### config.mk
export PLATFORM = sky130hd
export DESIGN_NAME = hazard_control_unit
export DESIGN_NICKNAME = d
export VERILOG_FILES = /design/src/rtl/hazard_control_unit.sv
export SDC_FILE = /design/constraint.sdc
export NUM_CORES = 1
export LEC_CHECK = 0
export CAP_MARGIN = 20
export CORE_ASPECT_RATIO = 0.75
export CORE_UTILIZATION = 50
export CTS_CLUSTER_DIAMETER = 100
export CTS_CLUSTER_SIZE = 20
export DETAILED_ROUTE_END_ITERATION = 12
export GPL_TIMING_DRIVEN = 0
export PLACE_DENSITY = 0.85
export SLEW_MARGIN = 20
export SYNTH_ARGS = -nofsm -noshare
export SYNTH_HDL_FRONTEND = slang
export SYNTH_SLANG_ARGS = --single-unit
### constraint.sdc
create_clock -name clk -period 5.35 [get_ports clk]
set_clock_uncertainty 0.2 [all_clocks]
set_input_delay 1.07 -clock clk [delete_from_list [all_inputs] [get_ports clk]]
set_output_delay 1.07 -clock clk [all_outputs]
set_load 0.05 [all_outputs]
### src/rtl/hazard_control_unit.sv
// hazard_control_unit: load-use, branch, jump and memory-freeze control for the 5-stage pipeline.
// Control outputs are combinational from state and inputs; state and event counters are registered.
module hazard_control_unit #(
    parameter int CNT_W = 16
) (
    input  logic             clk,
    input  logic             reset,
    input  logic             idex_memread,
    input  logic [4:0]       idex_rt,
    input  logic [4:0]       ifid_rs,
    input  logic [4:0]       ifid_rt,
    input  logic             ifid_uses_rt,
    input  logic             branch_ex_mem,
    input  logic             zero_flag_ex_mem,
    input  logic             jump,
    input  logic             mem_busy,
    output logic             pcwrite,
    output logic             ifid_write,
    output logic             ifid_flush,
    output logic             idex_flush,
    output logic             exmem_flush,
    output logic [CNT_W-1:0] stall_cnt,
    output logic [CNT_W-1:0] flush_cnt
);
    typedef enum logic [1:0] {RUN, LU_STALL, FREEZE} state_t;
    state_t           state_q, state_d;
    logic [CNT_W-1:0] stall_cnt_q, stall_cnt_d, flush_cnt_q, flush_cnt_d;
    logic             lu_haz, br_taken;
    assign lu_haz   = idex_memread && (idex_rt != 5'd0) &&
                      ((idex_rt == ifid_rs) || (ifid_uses_rt && idex_rt == ifid_rt));
    assign br_taken = branch_ex_mem && zero_flag_ex_mem;
    assign stall_cnt = stall_cnt_q;
    assign flush_cnt = flush_cnt_q;
    always_comb begin
        pcwrite     = 1'b1;
        ifid_write  = 1'b1;
        ifid_flush  = 1'b0;
        idex_flush  = 1'b0;
        exmem_flush = 1'b0;
        state_d     = RUN;
        stall_cnt_d = stall_cnt_q;
        flush_cnt_d = flush_cnt_q;
        if (!reset) begin
            pcwrite     = 1'b0;
            ifid_write  = 1'b0;
            ifid_flush  = 1'b1;
            idex_flush  = 1'b1;
            exmem_flush = 1'b1;
        end else if (mem_busy) begin
            pcwrite    = 1'b0;
            ifid_write = 1'b0;
            state_d    = FREEZE;
        end else if (br_taken) begin
            ifid_flush  = 1'b1;
            idex_flush  = 1'b1;
            exmem_flush = 1'b1;
            flush_cnt_d = (&flush_cnt_q) ? flush_cnt_q : flush_cnt_q + 1'b1;
        end else if (jump) begin
            ifid_flush = 1'b1;
        end else if (lu_haz && state_q != LU_STALL) begin
            // FREEZE resolves like RUN, so a held hazard still gets its stall
            pcwrite     = 1'b0;
            ifid_write  = 1'b0;
            idex_flush  = 1'b1;
            state_d     = LU_STALL;
            stall_cnt_d = (&stall_cnt_q) ? stall_cnt_q : stall_cnt_q + 1'b1;
        end
    end
    always_ff @(posedge clk or negedge reset) begin
        if (!reset) begin
            state_q     <= RUN;
            stall_cnt_q <= '0;
            flush_cnt_q <= '0;
        end else begin
            state_q     <= state_d;
            stall_cnt_q <= stall_cnt_d;
            flush_cnt_q <= flush_cnt_d;
        end
    end
endmodule

# Word-level counts from Yosys, hierarchy flattened
# Index checks and enable logic that the tools add are counted.
op_classes:
  addsub: 2
  eq_ne: 3
  mux: 22
  bitwise_logic: 5
  n_reduce_logical: 11
ops:
  columns: ["op", "n"]
  rows:
  - ["$add A16 B1 Y16 const B", 2]
  - ["$reduce_and A16 Y1", 2]
  - ["$mux W1", 20]
  - ["$eq A5 B5 Y1", 2]
  - ["$reduce_and A6 Y1", 1]
  - ["$logic_and A1 B1 Y1", 5]
  - ["$not A1 Y1", 5]
  - ["$reduce_bool A5 Y1", 1]
  - ["$mux W2", 2]
  - ["$reduce_and A4 Y1", 1]
  - ["$ne A2 B1 Y1 const B", 1]
  - ["$logic_or A1 B1 Y1", 1]
word_totals:
  reg_bits: 34
  in_bits: 23
  output_inout_bits: 37

# Depth between registers and ports, before layout
# Gate-level depths: netlist of the first run.
logic_depth:
  depth_word: 10
  mapped_depth: 7
  ltp_nobuf: 6

# Worst setup path after synthesis of the first run
# Ideal clock, no wire load.
synth_timing:
  path_type: "in2out"
  from: "in idex_rt[1]"
  to: "out pcwrite"
  arrival_time_ps: 3155
  required_time_ps: 4080
  path_slack_ps: 925
  path_stages: 5
  cell_sequence: "or4_4 o2111ai_4 nor2_1 a21oi_1 buf_4"
synth_via:
  elab_chain_len: 10
  word_cells_on_any_way: 13
  cone_classes: "eq/ne (2); mux (5); reduce/logical (6)"
synth_rtl:
  columns: ["item", "line", "rtl"]
  rows:
  - ["start, declared", "9", "input logic [4:0] idex_rt,"]
  - ["$eq A5 B5 Y1", "30", "((idex_rt == ifid_rs) || (ifid_uses_rt && idex_rt == ifid_rt));"]
  - ["$logic_and A1 B1 Y1", "30", null]
  - ["$logic_or A1 B1 Y1", "30", null]
  - ["$logic_and A1 B1 Y1 *", "29", "assign lu_haz = idex_memread && (idex_rt != 5'd0) &&"]
  - ["$logic_and A1 B1 Y1 *", "60", "end else if (lu_haz && state_q != LU_STALL) begin"]
  - ["$mux W1 * (5 in a row)", null, null]
  - ["end, declared", "17", "output logic pcwrite,"]
# Every way passes the cells marked *; elsewhere a longest branch is shown, timed or not.

# Worst setup path after layout of the first run
layout_timing:
  from: "in idex_rt[1]"
  to: "out pcwrite"
layout_via:
  elab_chain_len: 10
  word_cells_on_any_way: 13
  cone_classes: "eq/ne (2); mux (5); reduce/logical (6)"
layout_rtl:
  columns: ["item", "line", "rtl"]
  rows:
  - ["$eq A5 B5 Y1", "30", null]
  - ["$logic_and A1 B1 Y1", "30", null]
  - ["$logic_or A1 B1 Y1", "30", null]
  - ["$logic_and A1 B1 Y1 *", "29", null]
  - ["$logic_and A1 B1 Y1 *", "60", null]
  - ["$mux W1 *", "60", null]
  - ["$mux W1 *", "58", "end else if (jump) begin"]
  - ["$mux W1 *", "53", "end else if (br_taken) begin"]
  - ["$mux W1 *", "49", "end else if (mem_busy) begin"]
  - ["$mux W1 *", "43", "if (!reset) begin"]
# Marks and branches as above.

==> impl_results.rst, run 1 <==
.. list-table::
   :header-rows: 1

   * - Metric
     - Value
   * - Global route total overflow
     - 0
   * - Setup Slack @ Placement
     - between 0.3 and 0.4 ns
   * - Final period utilization
     - 93.3%
   * - Ports placed on the boundary
     - 60
   * - Startpoint of the most critical register-to-register path
     - stall_cnt[0]
   * - Minimum clock period after layout
     - ~5.0 ns
   * - Die area
     - 0.00406 mm2
   * - Number of buffers added for setup after CTS
     - 0
   * - Power density cells
     - 248 mW/mm2
   * - Peak Freq
     - roughly 200 MHz
   * - Post-CTS Hold Fix Bufs
     - 0
   * - Leading register cell type out of synthesis
     - sky130_fd_sc_hd__dfrtp_1
   * - Outcome
     - complete, no violations
   * - Net Sw Frac
     - 33.1%
   * - List of most frequent post-synthesis cells
     - 34 x sky130_fd_sc_hd__dfrtp_1, 29 x sky130_fd_sc_hd__xnor2_1, 18 x sky130_fd_sc_hd__nand2_1
   * - Crit path launch
     - idex_rt[1]
   * - XOR/XNOR share of the synthesized area
     - about 15%
   * - Top-area cell type share of the netlist area
     - about 45%
   * - Flip-flop and latch count after synthesis
     - 34
   * - Cell accounting for the most synthesized area
     - sky130_fd_sc_hd__dfrtp_1
   * - Gate count of the mapped netlist
     - 184
   * - Required time reported for the critical path endpoint
     - 4.08 ns
   * - Hold Violations, Final
     - 0
   * - Via count of the first global-routing pass
     - about 1600
   * - VDD IR max
     - approximately 0.22 mV
   * - Relative slew margins
     - about three fifths
   * - Via total after detailed routing
     - roughly 1600
   * - Adder-Cell Fraction of Synth Area
     - under 10%
   * - GR met1 Demand/Resource
     - between 30% and 40%
   * - Hold path start
     - stall_cnt[6]
   * - Share of synthesized area occupied by flip-flops and latches
     - 44.7%
   * - Yosys warning count
     - 0
   * - Final instance count without filler cells
     - 304
   * - Global-route wire length before repair
     - 7.30 mm
   * - Ratio of cells with drive above 1 in the final layout
     - 9.13%
   * - Nets@finish
     - around 280
   * - Maxcap violations
     - 0
   * - Part of the power in registers
     - a little over two fifths
   * - Wire per inst
     - 14.9 um
   * - Antenna Diode Count
     - 0
   * - Proportion of register bits with asynchronous set or reset after synthesis
     - 100%
   * - Synthesized net count
     - 209
   * - Vert. Die Dim
     - approximately 55 um
   * - Largest fanout on the critical path
     - 5
   * - Gates resized, CTS repair
     - 0
   * - Clock H-tree levels
     - 2
   * - GR Util met3
     - 7.85%
   * - Part of the total power dissipated in combinational logic
     - 26.0%
   * - HPWL after DPL
     - between 3 and 4 mm
   * - Type of element launching the critical path
     - input pin
   * - Clock tree buffer depth
     - 2
   * - Internal Dissipation
     - 444 uW
   * - Clock buffer count from CTS
     - 5
   * - Horizontal die dimension
     - 73.2 um
   * - Arrival time at the worst endpoint
     - 3.72 ns
   * - Drt first pass iters
     - 4
   * - Growth of design area from synthesis to finish
     - 40.7%
   * - Max-slew violation count
     - 0
   * - Number of enable-type register cells in the synthesized netlist
     - 0
   * - Post-synthesis compound-gate area fraction
     - 7.04%
   * - Class of the tightest hold or removal check
     - flip-flop to flip-flop
   * - Final count of negative-setup-slack endpoints
     - 0
   * - Total standard cell area after synthesis
     - 0.00190 mm2
   * - CP Class
     - input pin to output pin
   * - Number of unique standard cell types used by synthesis
     - 36
   * - GRT Overall Usage
     - 23.9%
   * - Port Buffer Count
     - 59
   * - Dominant cell by count in the synthesized netlist
     - sky130_fd_sc_hd__dfrtp_1
   * - Root buf cell
     - sky130_fd_sc_hd__clkbuf_8
   * - Leading post-synthesis cells by cell area
     - sky130_fd_sc_hd__dfrtp_1 45%, sky130_fd_sc_hd__xnor2_1 13%, sky130_fd_sc_hd__nand4_1 4.9%
   * - Fraction of the mapped netlist area in simple logic gates
     - 26.6%
   * - Final setup margin
     - 0.358 ns
   * - Most used routing layer in global routing
     - met2
   * - Via count normalized by instance count
     - 5.42
   * - Mux cell area share after synthesis
     - under 10%
   * - DRT antenna net count
     - 0
   * - Register clock-pin slew on the reported worst setup and hold paths
     - 0.07 ns
   * - Leakage
     - 0.00110 uW
   * - TritonCTS clock tree
     - done
   * - Total instance count after detailed placement
     - 296
   * - Placement row count
     - 19
   * - Number of clock sinks
     - 34
   * - Largest family of logic cells by synthesized area
     - simple AND/OR/NAND/NOR gates
   * - Syn Area/Cell
     - approximately 10 um2
   * - Floorplan Core Area
     - 0.00364 mm2
   * - Setup crit end kind
     - output pin
   * - Antenna violations before repair
     - 0
   * - Clock latency reported for the late side of the worst-skew pair
     - between 0.2 and 0.3 ns
   * - Final Power
     - approximately 660 uW
   * - Pin count of the biggest net entering global routing
     - 24
   * - Initial drt markers
     - between 60 and 70
   * - DRC violation count after routing
     - 0
   * - Routed wire length
     - 4.52 mm
   * - Fill cell count
     - between 200 and 300
   * - Routing usage on met2
     - 36.1%
   * - Routability Congestion
     - 0.801
   * - Starting Density
     - 52.3%
   * - Portion of total power attributed to the clock network
     - 30.2%
   * - Tightest Pin Transition
     - 0.574 ns
   * - Switching power of the nets
     - 219 uW
   * - RSZ-0062 raised after global routing
     - no
-- sequential cells by signal, summed over array words and instances, names as in the netlist --
name and count:
state_q 2, flush_cnt 16, stall_cnt 16
-- cells by family after synthesis --
group / count (synthesis)
compound gates: 15
xor+xnor: 33
fa+ha+maj: 2
buf+inv: 6
flops: 34
mux: 6
simple gates: 88
-- worst paths after layout --
| kind | end | slack [ns] | cells after the start |
|---|---|---|---|
| max | pcwrite | 0.36 | 7 |
| min | stall_cnt[6] | 0.30 | 1 |
| max reg2reg | stall_cnt[1] | 3.12 | 6 |
| min reg2reg | stall_cnt[6] | 0.30 | 1 |
| max in group asynchronous | stall_cnt[10] | 4.03 | 2 |
| min in group asynchronous | flush_cnt[2] | 0.49 | 1 |
-- through the flow --
stage                     utilization, %  hold WS (ns)  TNS, ns  cell area, um2
final                               73.5         0.298        0            2680
after global routing                73.5         0.321        0            2680
after CTS                           73.5         0.299        0            2680
after detailed placement            70.9         0.291        0            2580
after global placement              70.3         0.285   -0.206            2560
after floorplan                        -         0.574        0            1900
-- power groups by stage --
stage / combinational (uW) / sequential (uW) / clock [uW]
2_1_floorplan: 48.4 / 344 / 0
3_3_place_gp: 166 / 294 / 0
3_5_place_dp: 173 / 295 / 0
4_1_cts: 174 / 290 / 201
5_1_grt: 183 / 293 / 215
6_report: 173 / 290 / 200
-- cell type report --
cell class / count / area (um2) / share of cell area [%]
Timing Repair Buffer: 60 / 613 / 22.9
Buffer: 4 / 21.3 / 0.795
Sequential cell: 34 / 851 / 31.8
Multi-Input combinational cell: 144 / 1020 / 38.2
Inverter: 2 / 7.51 / 0.281
Tap cell: 52 / 65.1 / 2.43
Clock inverter: 2 / 12.5 / 0.468
Clock buffer: 6 / 82.6 / 3.09
-- critical path: stages --
cell                              delay (ns)
sky130_fd_sc_hd__clkdlybuf4s50_1        0.47
sky130_fd_sc_hd__or4_4                  0.57
sky130_fd_sc_hd__o2111ai_4              0.31
sky130_fd_sc_hd__nor2_1                 0.13
sky130_fd_sc_hd__a21oi_1                0.23
sky130_fd_sc_hd__buf_4                  0.15
sky130_fd_sc_hd__clkdlybuf4s50_1        0.79
-- placed cells by master, fill, tap and decap left out, drive strengths merged, types with 2 or more instances in the layout --
master	Yosys	routed
nand3	15	15
a21oi	5	5
and4	3	3
ha	2	2
dfrtp	34	34
o21ai	2	2
and3	9	9
nor4	2	2
xnor2	29	29
nand2b	3	3
inv	2	2
mux2	6	6
nand2	18	18
and2	4	4
nand4	15	15
nor3	4	4
nor2	10	10
a41oi	3	3
clkbuf	1	7
clkdlybuf4s50	0	58
xor2	4	4
buf	3	5
-- routing by layer --
layer / part of all wire (%) / routed length [um]
met3: 7.8 / 352
met1: 46 / 2080
met5: 0 / 0
met2: 45 / 2040
met4: 0.97 / 44
Power figures use the tool's default switching activity.
==> run 2: changes to the inputs <==
- SLEW_MARGIN: 20 -> 5
==> run 2 against run 1 <==
Core utilization shrank 0.76 points. Clock power is essentially flat. Sequential share of layout area grew 0.33 points. Count of clock-buffer cells in the layout is the same. Via count grew 1.8%. Sequential cell count is the same. Die area is the same. Final area shrank 1.0%. Critical path depth is the same. Final cell count shrank 0.33%. Non-clock buffer count shrank 1. Global-route usage shrank 0.20 points.
==> impl_results.rst, run 2 (synthesis gave the netlist of run 1 again) <==
.. list-table::
   :header-rows: 1

   * - Metric
     - Value
   * - Outcome
     - complete, no violations
   * - Post-route standard cell area excluding fillers
     - 0.00265 mm2 (-1.0%)
   * - HPWL after DPL
     - 3.32 mm (-2.6%)
   * - Clock latency reported for the late side of the worst-skew pair
     - 0.29 ns (about the same)
   * - Part of the total power dissipated in combinational logic
     - 25.8% (-0.2 points)
   * - Global route total overflow
     - 0 (unchanged)
   * - Via count of the first global-routing pass
     - 1594 (+2.6%)
   * - Horizontal die dimension
     - 73.2 um (unchanged)
   * - DRC violation count after routing
     - 0 (unchanged)
   * - Antenna Diode Count
     - 0 (unchanged)
   * - Portion of total power attributed to the clock network
     - 30.2% (about the same)
   * - Type of element launching the critical path
     - input pin
   * - Final count of negative-setup-slack endpoints
     - 0 (unchanged)
   * - Starting Density
     - 52.3% (unchanged)
   * - Cell-by-cell listing of the critical path
     - clkdlybuf4s50_1 -> or4_4 -> o2111ai_4 -> nor2_1 -> a21oi_1 -> buf_4 -> clkdlybuf4s50_1
   * - Most frequent cells in the layout
     - 58 x sky130_fd_sc_hd__clkdlybuf4s50_1, 34 x sky130_fd_sc_hd__dfrtp_1, 29 x sky130_fd_sc_hd__xnor2_1, 18 x sky130_fd_sc_hd__nand2_1, 15 x sky130_fd_sc_hd__nand4_1
   * - Clock tree buffer depth
     - 2 (unchanged)
   * - Most used cell along the critical path
     - sky130_fd_sc_hd__clkdlybuf4s50_1
   * - Wire per inst
     - 14.6 um (-1.7%)
   * - Port Buffer Count
     - 59 (unchanged)
   * - Root buf cell
     - sky130_fd_sc_hd__clkbuf_8
   * - Clock H-tree levels
     - 2 (unchanged)
   * - Max-slew violation count
     - 0 (unchanged)
   * - Total instance count after detailed placement
     - 295 (-0.34%)
   * - Largest fanout on the critical path
     - 5 (unchanged)
   * - Final period utilization
     - 92.9% (-0.37 points)
   * - Fill cell count
     - 294 (+3.2%)
   * - Ratio of cells with drive above 1 in the final layout
     - 8.76% (-0.36 points)
   * - Ports placed on the boundary
     - 60 (unchanged)
   * - Growth of design area from synthesis to finish
     - 39.2%
   * - Drt first pass iters
     - 4 (unchanged)
   * - Critical path's largest stage delay
     - 0.79 ns (about the same)
   * - Part of the power in registers
     - 44.1% (+0.3 points)
   * - Hold Violations, Final
     - 0 (unchanged)
   * - Vert. Die Dim
     - 55.4 um (unchanged)
   * - Maxcap violations
     - 0 (unchanged)
   * - Peak Freq
     - 201 MHz (+0.39%)
   * - Switching power of the nets
     - 217 uW (-1.0%)
   * - Number of buffers and inverters on the critical path
     - 3 (unchanged)
   * - Number of buffers added for setup after CTS
     - 0 (unchanged)
   * - Placement row count
     - 19 (unchanged)
   * - VDD IR max
     - 0.221 mV (-0.18%)
   * - Cell family with most CP delay
     - buffers and inverters
   * - Setup crit end kind
     - output pin
   * - CP Class
     - input pin to output pin
   * - Post-placement cell area
     - 0.00255 mm2 (-1.1%)
   * - Tightest Pin Transition
     - 0.809 ns (+0.235 ns)
   * - Number of clock sinks
     - 34 (unchanged)
   * - TNS Setup
     - 0 ns (unchanged)
   * - Sequential cell area
     - 851 um2 (unchanged)
   * - Hold slack
     - 0.314 ns (+0.0157 ns)
   * - TritonCTS clock tree
     - done
   * - Arrival time at the worst endpoint
     - 3.70 ns (-0.02 ns)
   * - Crit path max-delay cell type
     - sky130_fd_sc_hd__clkdlybuf4s50_1
   * - Final instance count without filler cells
     - 303 (-0.33%)
   * - Via count normalized by instance count
     - 5.54 (+2.2%)
   * - Antenna violations before repair
     - 0 (unchanged)
   * - Leakage
     - 0.00109 uW (-1.2%)
   * - Pin count of the biggest net entering global routing
     - 41 (+71%)
   * - Via total after detailed routing
     - 1679 (+1.8%)
   * - Most common library cell in the layout ignoring fill and taps
     - sky130_fd_sc_hd__clkdlybuf4s50_1
   * - Die area
     - 0.00406 mm2 (unchanged)
   * - RSZ-0062 raised after global routing
     - no
   * - DRT antenna net count
     - 0 (unchanged)
   * - Gates resized, CTS repair
     - 0 (unchanged)
   * - Internal Dissipation
     - 442 uW (-0.46%)
   * - Routability Congestion
     - 0.801 (unchanged)
   * - Nets@finish
     - 275 (-0.36%)
   * - GRT Overall Usage
     - 23.7% (-0.20 points)
   * - Minimum clock period after layout
     - 4.97 ns (-0.0196 ns)
   * - Final standard cell utilization of the core
     - 72.8% (-0.76 points)
   * - Class of the tightest hold or removal check
     - flip-flop to flip-flop
   * - Register clock-pin slew on the reported worst setup and hold paths
     - 0.07 ns (about the same)
   * - Floorplan Core Area
     - 0.00364 mm2 (unchanged)
   * - Relative slew margins
     - 46.1% (-15 points)
   * - Power density cells
     - 249 mW/mm2 (+0.38%)
   * - Initial drt markers
     - 77 (+12%)
   * - Global-route wire length before repair
     - 7.25 mm (-0.75%)
   * - Clock buffer count from CTS
     - 5 (unchanged)
   * - Required time reported for the critical path endpoint
     - 4.08 ns (about the same)
   * - Post-CTS Hold Fix Bufs
     - 0 (unchanged)
   * - Net Sw Frac
     - 32.9% (-0.13 points)
   * - Routed wire length
     - 4.43 mm (-2.1%)
   * - Area of the multi-input gates
     - 0.00102 mm2 (unchanged)
## run 2: changes by cell type in the layout (fill, tap and decap cells not counted), sizes merged
cell and delta:
buf -1
## run 2: power by group through the flow
stage	clock network (uW)	registers (uW)	logic, uW
floorplan	0	344	48.4
global placement	0	294	166
detailed placement	0	295	170
CTS	201	290	171
global route	212	293	180
finish	199	290	170
## run 2: path summary, 6_finish.rpt
path,start,endpoint,slack (ns),cells past startpoint
setup / recovery,idex_rt[1],pcwrite,0.38,7
hold / removal,stall_cnt[6],stall_cnt[6],0.31,1
setup reg to reg,stall_cnt[0],stall_cnt[1],3.10,6
hold reg to reg,stall_cnt[6],stall_cnt[6],0.31,1
max in group asynchronous,reset,stall_cnt[12],3.77,1
min in group asynchronous,reset,flush_cnt[2],0.67,1
## run 2: metrics by stage
| stage | setup slack, ns | total power (uW) |
|---|---|---|
| after floorplan | 0.925 | 393 |
| after global placement | -0.143 | 459 |
| after detailed placement | 0.364 | 465 |
| after CTS | 0.362 | 663 |
| after global routing | 0.305 | 685 |
| final | 0.378 | 659 |
## run 2: cell type report
| class | instances | area share (%) |
|---|---|---|
| sequential | 34 | 32.1 |
| clock buffer | 6 | 3.12 |
| tap | 52 | 2.46 |
| buffer | 4 | 0.803 |
| timing repair buffer | 59 | 22.1 |
| clock inverter | 2 | 0.473 |
| multi-input combinational | 144 | 38.6 |
| inverter | 2 | 0.284 |
## run 2: worst reg2reg max path: stages, from the launching register on
cell and delay (ns):
sky130_fd_sc_hd__dfrtp_1 0.43, sky130_fd_sc_hd__ha_1 0.21, sky130_fd_sc_hd__nand2_1 0.14, sky130_fd_sc_hd__nor4_1 0.51, sky130_fd_sc_hd__a211oi_4 0.19, sky130_fd_sc_hd__nand3_2 0.14, sky130_fd_sc_hd__mux2_1 0.32
## run 2: per-layer routing
metal,GRT usage [%],vias up,wire [um]
li1,-,799,-
met1,32.9,816,2030
met2,36.6,56,2030
met3,4.93,8,305
met4,8.96,0,69
met5,0,-,0
